### src/rtl/pipeline_ctrl.sv
// Stall/flush controller for the 5-stage RV32I pipeline: load-use interlock,
// taken-redirect squash and variable-latency DMEM freeze with timeout.
module pipeline_ctrl #(
  parameter int TIMEOUT = 16,
  parameter int CNT_W   = 32
) (
  input  logic             clk,
  input  logic             rst,
  input  logic [4:0]       rs1_id,
  input  logic [4:0]       rs2_id,
  input  logic             use_rs1_id,
  input  logic             use_rs2_id,
  input  logic [1:0]       memread_ex,
  input  logic [4:0]       rd_ex,
  input  logic             branch_taken_ex,
  input  logic             dmem_req_mem,
  input  logic             dmem_ack,
  output logic             pc_we,
  output logic             ifid_we,
  output logic             ifid_flush,
  output logic             idex_flush,
  output logic             pipe_we,
  output logic             mem_err,
  output logic [CNT_W-1:0] stall_cnt,
  output logic [CNT_W-1:0] flush_cnt,
  output logic [CNT_W-1:0] wait_cnt_tot
);

  localparam int WW = (TIMEOUT > 1) ? $clog2(TIMEOUT) : 1;
  localparam logic [WW-1:0] WLAST = WW'(TIMEOUT - 1);

  typedef enum logic {S_RUN, S_WAIT} state_e;

  state_e           state_q, state_d;
  logic [WW-1:0]    waitCnt_q, waitCnt_d;
  logic             memErr_q, memErr_d;
  logic [CNT_W-1:0] stallCnt_q, flushCnt_q, waitTot_q;

  logic timeoutHit, freeze, loadUse, doFlush, doStall;

  assign timeoutHit = (state_q == S_WAIT) && (waitCnt_q == WLAST);
  assign freeze     = dmem_req_mem & ~dmem_ack & ~timeoutHit;
  assign loadUse    = (memread_ex != 2'b00) && (rd_ex != 5'd0) &&
                      ((use_rs1_id && (rs1_id == rd_ex)) ||
                       (use_rs2_id && (rs2_id == rd_ex)));

  // A redirect outranks a load-use: the dependent ID instruction is wrong-path.
  assign doFlush = ~rst & ~freeze & branch_taken_ex;
  assign doStall = ~rst & ~freeze & ~branch_taken_ex & loadUse;

  always_comb begin
    pc_we      = 1'b1;
    ifid_we    = 1'b1;
    ifid_flush = 1'b0;
    idex_flush = 1'b0;
    pipe_we    = 1'b1;
    if (rst) begin
      pc_we      = 1'b0;
      ifid_we    = 1'b0;
      ifid_flush = 1'b1;
      idex_flush = 1'b1;
      pipe_we    = 1'b0;
    end else if (freeze) begin
      pc_we   = 1'b0;
      ifid_we = 1'b0;
      pipe_we = 1'b0;
    end else if (branch_taken_ex) begin
      ifid_flush = 1'b1;
      idex_flush = 1'b1;
    end else if (loadUse) begin
      pc_we      = 1'b0;
      ifid_we    = 1'b0;
      idex_flush = 1'b1;
    end
  end

  always_comb begin
    state_d   = state_q;
    waitCnt_d = waitCnt_q;
    memErr_d  = memErr_q;
    case (state_q)
      S_RUN: begin
        if (dmem_req_mem && !dmem_ack) begin
          state_d   = S_WAIT;
          waitCnt_d = WW'(1);
        end
      end
      S_WAIT: begin
        if (!dmem_req_mem || dmem_ack) begin
          state_d   = S_RUN;
          waitCnt_d = '0;
        end else if (timeoutHit) begin
          state_d   = S_RUN;
          waitCnt_d = '0;
          memErr_d  = 1'b1;
        end else begin
          waitCnt_d = waitCnt_q + WW'(1);
        end
      end
      default: begin
        state_d   = S_RUN;
        waitCnt_d = '0;
      end
    endcase
  end

  always_ff @(posedge clk) begin
    if (rst) begin
      state_q    <= S_RUN;
      waitCnt_q  <= '0;
      memErr_q   <= 1'b0;
      stallCnt_q <= '0;
      flushCnt_q <= '0;
      waitTot_q  <= '0;
    end else begin
      state_q   <= state_d;
      waitCnt_q <= waitCnt_d;
      memErr_q  <= memErr_d;
      if (doStall) stallCnt_q <= stallCnt_q + CNT_W'(1);
      if (doFlush) flushCnt_q <= flushCnt_q + CNT_W'(1);
      if (freeze)  waitTot_q  <= waitTot_q + CNT_W'(1);
    end
  end

  assign mem_err      = memErr_q;
  assign stall_cnt    = stallCnt_q;
  assign flush_cnt    = flushCnt_q;
  assign wait_cnt_tot = waitTot_q;

endmodule

### config.mk
export PLATFORM = sky130hd
export DESIGN_NAME = pipeline_ctrl
export DESIGN_NICKNAME = d
export VERILOG_FILES = /design/src/rtl/pipeline_ctrl.sv
export SDC_FILE = /design/constraint.sdc
export NUM_CORES = 1
export LEC_CHECK = 0
export BUFFER_PORTS_ARGS = -buffer_cell sky130_fd_sc_hd__clkbuf_2
export CORE_MARGIN = 2
export CORE_UTILIZATION = 45
export CTS_BUF_LIST = sky130_fd_sc_hd__clkbuf_8
export DETAILED_ROUTE_END_ITERATION = 8
export PLACE_DENSITY = 0.69
export REMOVE_ABC_BUFFERS = 1
export SLEW_MARGIN = 20
export SYNTH_ARGS = -nofsm -noshare
export SYNTH_HDL_FRONTEND = slang
export SYNTH_SLANG_ARGS = --single-unit
### constraint.sdc
create_clock -name clk -period 3.4 [get_ports clk]
set_clock_uncertainty 0.1 [all_clocks]
set_input_delay 0.17 -clock clk [delete_from_list [all_inputs] [get_ports clk]]
set_output_delay 0.17 -clock clk [all_outputs]
set_load 0.005 [all_outputs]
==> metrics.md, run 1 <==
| Metric | Value |
|---|---|
| Top delay family on crit path | `compound AO/OA/AOI/OAI gates` |
| Synth Instances | `626` |
| Tcrit/Tclk final | `between 80% and 90%` |
| Die Width | `111.0 µm` |
| Buffers on Ports | `between 100 and 150` |
| Yosys reg bits | `102` |
| WP data arrival | `2.99 ns` |
| Slowest Stage Delay on Critical Path | `roughly 0.75 ns` |
| Clock power frac | `a little over a third` |
| H-tree depth | `3` |
| Busiest grt layer | `met2` |
| Via count | `approximately 5200` |
| Crit end category | `flip-flop` |
| Final wirelength | `13.27 mm` |
| Max_cap viols | `0` |
| Drt pass-1 iters | `5` |
| Initial antenna violation count | `0` |
| Area grow syn2layout | `17.95%` |
| Syn avg cell area | `8.231 µm²` |
| Maximum vdd drop | `208.2 µV` |
| Min cycle time layout | `about 2.8 ns` |
| Synth area leader | `dfxtp_1` |
| R2R cell count | `6` |
| Synth top cells by count | `102 x dfxtp_1, 69 x nor2_1, 50 x a21oi_1, 41 x nand2_1, 39 x nand4_1` |
| Total CTS buffers | `9` |
| Switch Pwr | `between 500 and 600 µW` |
| Worst hold path type | `in -> reg` |
| Vias in the first global route | `between 4000 and 5000` |
| Hold Path Depth | `3` |
| Die footprint | `approximately 0.012 mm²` |
| DR iter-0 viols | `~280` |
| Most common cell in the netlist | `dfxtp_1` |
| DRC viols | `0` |
| Worst-path maximum fanout | `18` |
| Slew @ Worst Pin | `slightly above 0.8 ns` |
| Resized Gates After CTS | `0` |
| Core area | `0.01127 mm²` |
| Warnings from Yosys | `0` |
| Routing usage on met1 | `28.48%` |
| Fillcell total | `1069` |
| Layout cells sized above 1 | `between 20% and 30%` |
| Clock latency on the worst-skew pair | `around 0.38 ns` |
| Gp weighted congestion | `roughly 0.79` |
| TNS Setup | `0 ns` |
| GRT met2 Usage | `between 30% and 40%` |
| Die Span Y | `~110 µm` |
| Layout Nets | `approximately 760` |
| Grt met3 use | `approximately 3.8%` |
| Cell Int Power | `between 1.5 and 2 mW` |
| Fin. Hold Viols | `0` |
| Post-synthesis cell type count | `48` |
| Number of clock sinks | `102` |
| GR Util All Layers | `between 20% and 30%` |
| RSZ-0062 raised after global routing | `false` |
| Max-slew headroom | `between 40% and 50%` |
| Stages on the worst setup path | `6` |
| Switching Fraction | `26.46%` |
| Clock slew at reported path FFs | `~0.1 ns` |
| Final Max Slew Viols | `0` |
| Crit path cell chain | `ha_1, nand4_1, a2111oi_4, o211ai_4, or4_1, a21oi_1` |
| CTS tree | `done` |
| PwrDens | `between 300 and 400 mW/mm²` |
| Postcts setup bufs | `0` |
| Post-synth top area share | `roughly 40%` |
| Post-route ant nets | `0` |
| First-pass GRT wire length | `between 20 and 25 mm` |
| Post-DP HPWL | `9.373 mm` |
| Status | `finished clean` |
| Comb pwr share | `5.4%` |
| Wire length per cell | `~15 µm` |
| CTS Hold Bufs | `0` |
| Sequential share of power | `around three fifths` |
| Fraction of the yosys area taken by sequential cells | `between 30% and 40%` |
| Largest net degree at the start of global routing | `81` |
| Worst path slowest cell | `a2111oi_4` |
| # diodes | `0` |
| Number of synthesized flops with an enable pin | `0` |
| Congestion Overflow GR | `0` |
| Req. time, crit path | `3.61 ns` |
| Crit path buf inv count | `0` |
| DR vias/cell | `5.873` |
| Num ports | `around 130` |
| Initial core utilization | `about 46%` |
| Static Leak | `about 2.1 nW` |
| Peak Freq | `~360 MHz` |
| Row count | `39` |
| Final setup violation count | `0` |
| Clk root buf | `clkbuf_8` |
| Clock Tree Buf Depth | `2` |
| Synth Flop Type | `dfxtp_1` |
| Path type of the worst setup path | `reg -> reg` |
| Cell Area, Synth | `between 0.005 and 0.006 mm²` |
| Worst Setup Start Kind | `flip-flop` |
| Post-Route Utilization | `53.91%` |
| Area contributors post-synth | `dfxtp_1 40%, nor2_1 5.0%, or4_1 5.0%` |
| Synth async-reset ratio | `0%` |
==> layout make-up <==
cell class	count	area (µm²)	share of cell area [%]
clock buffer	9	123.9	2.038
clock inverter	7	57.56	0.9471
inverter	16	60.06	0.9883
multi-input combinational	473	2903	47.77
sequential	102	2042	33.60
tap	143	178.9	2.944
timing repair buffer	134	711.9	11.72
==> metrics by stage <==
stage | worst slack, ns | power (mW) | hold WS [ns] | instances | instance area [µm²]
floorplan | 0.1733 | 1.275 | 0.1391 | 591 | 4997
global placement | 0.7639 | 1.342 | 0.3647 | 867 | 5884
detailed placement | 0.6546 | 1.345 | 0.3779 | 867 | 5884
CTS | 0.6195 | 2.078 | 0.04407 | 883 | 6066
global route | 0.4009 | 2.141 | 0.06182 | 884 | 6077
finish | 0.6182 | 2.053 | 0.06374 | 884 | 6077
==> power by group through the flow <==
stage               sequential (mW)  clock [mW]  combinational, mW
finish                         1.21       0.736              0.111
global route                   1.21       0.811              0.123
CTS                            1.21       0.761              0.112
detailed placement             1.23           0              0.111
global placement               1.23           0              0.109
floorplan                      1.23           0             0.0433
==> cells in the final DEF (no fill, tap or decap), drive strengths merged, types with 5 or more instances in the layout <==
cell and n:
nor2 69, nand4 40, o21ai 16, and3 10, or3 13, buf 10, dfxtp 102, or4 34
xnor2 29, xor2 26, o31ai 31, nor4 20, nor3 17, nand2 41, nor2b 5, clkbuf 133
inv 18, a21oi 50, nand3 36
==> registers in the layout, indices dropped and copies added, names as in the netlist <==
| register | cells |
|---|---|
| mem_err | 1 |
| wait_cnt_tot | 32 |
| waitCnt_q | 4 |
| flush_cnt | 32 |
| state_q | 1 |
| stall_cnt | 32 |
==> kinds of logic after synthesis <==
group | synth area share [%]
AND/OR/NAND/NOR | 31.23
AO/OA/AOI/OAI | 13.57
flip-flops | 39.63
XOR/XNOR | 9.349
buffers and inverters | 4.177
multiplexers | 1.068
adder cells (fa/ha/maj) | 0.9714
==> worst min-delay path, delay by kind of cell <==
kind,cells,cell delay [ns]
AND/OR/NAND/NOR,2,0.16
buffers and inverters,1,0.17
==> metal layers <==
layer,up-vias,routed length (µm)
met5,-,0
met4,0,236
met3,17,783
met2,179,6206
met1,2466,6041
li1,2530,-
==> path summary, 6_finish.rpt <==
kind | start | end | slack (ns)
min | branch_taken_ex | flush_cnt[1] | 0.06
max reg2reg | waitCnt_q[0] | stall_cnt[14] | 0.62
min reg2reg | stall_cnt[31] | stall_cnt[31] | 0.39
max | waitCnt_q[0] | stall_cnt[14] | 0.62
Note: power is estimated with default switching activity, not from simulation.
==> inputs of run 2 (changes only) <==
- ABC_AREA: default -> 1
- PLACE_DENSITY: 0.69 -> 0.67
- clock period: 3.4 -> 2.7 ns (I/O delays scaled with it)
==> metrics.md, run 2 <==
| Metric | Value |
|---|---|
| Initial antenna violation count | `0` |
| # diodes | `0` |
| Min cycle time layout | `approximately 2.4 ns` |
| Stages on the worst setup path | `8` |
| Clk root buf | `clkbuf_8` |
| Warnings from Yosys | `0` |
| Max-slew headroom | `59.62%` |
| Layout cells sized above 1 | `between 10% and 20%` |
| Max_cap viols | `0` |
| GR Util All Layers | `between 20% and 30%` |
| Top delay family on crit path | `simple AND/OR/NAND/NOR gates` |
| DRC viols | `0` |
| Final Max Slew Viols | `0` |
| Commonest non-fill, non-tap cell in the layout | `nand2_1` |
| Slew @ Worst Pin | `0.6011 ns` |
| Num ports | `between 100 and 150` |
| Area contributors post-synth | `dfxtp_1 32%, nand2_1 19%, nor2_1 9.7%` |
| R2R cell count | `10` |
| Most common cell in the netlist | `nand2_1` |
| Placed Cells | `roughly 1300` |
| Final wirelength | `about 17 mm` |
| Post-route ant nets | `0` |
| Worst hold path type | `in -> reg` |
| Synth async-reset ratio | `0%` |
| Core area | `0.01383 mm²` |
| Post-DP HPWL | `~12 mm` |
| First-pass GRT wire length | `27.50 mm` |
| CTS tree | `done` |
| Initial core utilization | `around 46%` |
| Synth area leader | `dfxtp_1` |
| Synth Flop Type | `dfxtp_1` |
| Die Width | `about 120 µm` |
| Largest net degree at the start of global routing | `50` |
| Syn avg cell area | `6.085 µm²` |
| Number of synthesized flops with an enable pin | `0` |
| WP data arrival | `around 2.2 ns` |
| DR vias/cell | `4.951` |
| Fin cells | `1347` |
| Number of clock sinks | `~100` |
| Most frequent cells in the layout | `329 x nand2_1, 164 x nor2_1, 125 x clkbuf_2, 113 x inv_1, 102 x dfxtp_1` |
| Crit path cell chain | `ha_1, nand3_1, nand2_2, nand2_4, nor2_4, nand2_4, o21ai_1, clkbuf_2` |
| Buffers on Ports | `125` |
| Dpl ws | `0.5260 ns` |
| Peak Freq | `approximately 420 MHz` |
| Worst Setup Start Kind | `flip-flop` |
| Yosys reg bits | `roughly 100` |
| Total CTS buffers | `9` |
| Worst path slowest cell | `dfxtp_1` |
| Layout Nets | `between 1000 and 1500` |
| Final setup violation count | `0` |
| TNS Setup | `0 ns` |
| Maximum vdd drop | `approximately 230 µV` |
| Req. time, crit path | `approximately 2.5 ns` |
| Fin. Hold Viols | `0` |
| Static Leak | `2.881 nW` |
| Final worst slack | `between 0.3 and 0.4 ns` |
| Cell Area, Synth | `between 0.006 and 0.007 mm²` |
| RSZ-0062 raised after global routing | `false` |
| Die footprint | `approximately 0.015 mm²` |
| Area grow syn2layout | `15.03%` |
| Post-synth top area share | `32.14%` |
| Status | `finished clean` |
| Slowest Stage Delay on Critical Path | `between 0.4 and 0.5 ns` |
| Hold Path Depth | `2` |
| Clock Tree Buf Depth | `2` |
| Wire length per cell | `approximately 12 µm` |
| Via count | `roughly 6700` |
| Congestion Overflow GR | `0` |
| Clock latency on the worst-skew pair | `0.38 ns` |
| Vias in the first global route | `about 5800` |
| Path type of the worst setup path | `reg -> out` |
| Crit path buf inv count | `1` |
| Worst-path maximum fanout | `22` |
| DR iter-0 viols | `about 400` |
| Drt pass-1 iters | `5` |
| Gp weighted congestion | `0.9112` |
| Synth Instances | `about 1000` |
| Post-synthesis cell type count | `40` |
| PwrDens | `between 300 and 400 mW/mm²` |
| Synth top cells by count | `329 x nand2_1, 164 x nor2_1, 113 x inv_1, 102 x dfxtp_1, 75 x nand3_1` |
| Most frequent CP cell | `nand2_4` |
| Tcrit/Tclk final | `~90%` |
| Fraction of the yosys area taken by sequential cells | `between 30% and 40%` |
| Crit end category | `output port` |
| H-tree depth | `3` |
| Die Span Y | `about 120 µm` |
| Clock slew at reported path FFs | `0.10 ns` |
| Row count | `43` |
run 2: kinds of logic after synthesis:
family          after synthesis  synth area share, %
buf+inv                     144                9.573
simple gates                675                46.54
fa+ha+maj                     4               0.7879
flops                       102                32.14
compound gates              103                8.745
xor+xnor                     16                2.206
run 2: power by group:
group          total, mW  internal, mW  switching [mW]
Sequential          1.54          1.52          0.0196
Clock               1.04         0.480           0.555
Combinational      0.201        0.0671           0.133
Total               2.77          2.06           0.708
run 2: final cells by class:
| cell class | count | area, µm² |
|---|---|---|
| fillers | 1426 | 6520 |
| multi-input cells | 798 | 3707 |
| flip-flops and latches | 102 | 2042 |
| repair buffers | 131 | 673.1 |
| inverters | 120 | 450.4 |
| well taps | 180 | 225.2 |
| clock buffers | 11 | 151.4 |
| clock inverters | 5 | 57.56 |
run 2: per-layer routing:
layer  global-route usage [%]  vias up  wire length (µm)
li1                         -     3536                 -
met1                    32.45     2947              8271
met2                    34.88      168              7352
met3                    3.764       18               947
met4                    6.394        0               240
met5                        0        -                 0
run 2: stage by stage:
stage,total power [mW],hold WS (ns),util [%],area (µm²)
detailed placement,1.769,0.3795,51.23,7083
global route,2.888,0.05879,52.85,7307
floorplan,1.673,0.09744,-,6195
finish,2.773,0.03441,52.85,7307
global placement,1.770,0.3868,51.23,7083
CTS,2.801,0.02751,52.81,7302
run 2: worst paths after layout:
path	start	endpoint	slack, ns
setup reg to reg	waitCnt_q[0]	stall_cnt[20]	0.48
setup / recovery	waitCnt_q[0]	ifid_we	0.31
hold / removal	rst	flush_cnt[16]	0.03
hold reg to reg	wait_cnt_tot[20]	wait_cnt_tot[21]	0.40
run 2: timing repair:
action	in CTS	in global routing
buffers inserted	0	0
hold buffers	1	0
endpoints found under the setup margin	0	2
hold endpoints to repair	1	0
gates resized for setup	0	2
run 2: worst register-to-register path, cell delays in order (launching register included):
cell and delay (ns):
dfxtp_1 0.41, ha_1 0.21, nand3_1 0.12, nand2_2 0.10, nand2_4 0.14, nor2_4 0.40, inv_2 0.16, nor2_1 0.21
nand3_1 0.10, nand2_1 0.10, nor2_1 0.04
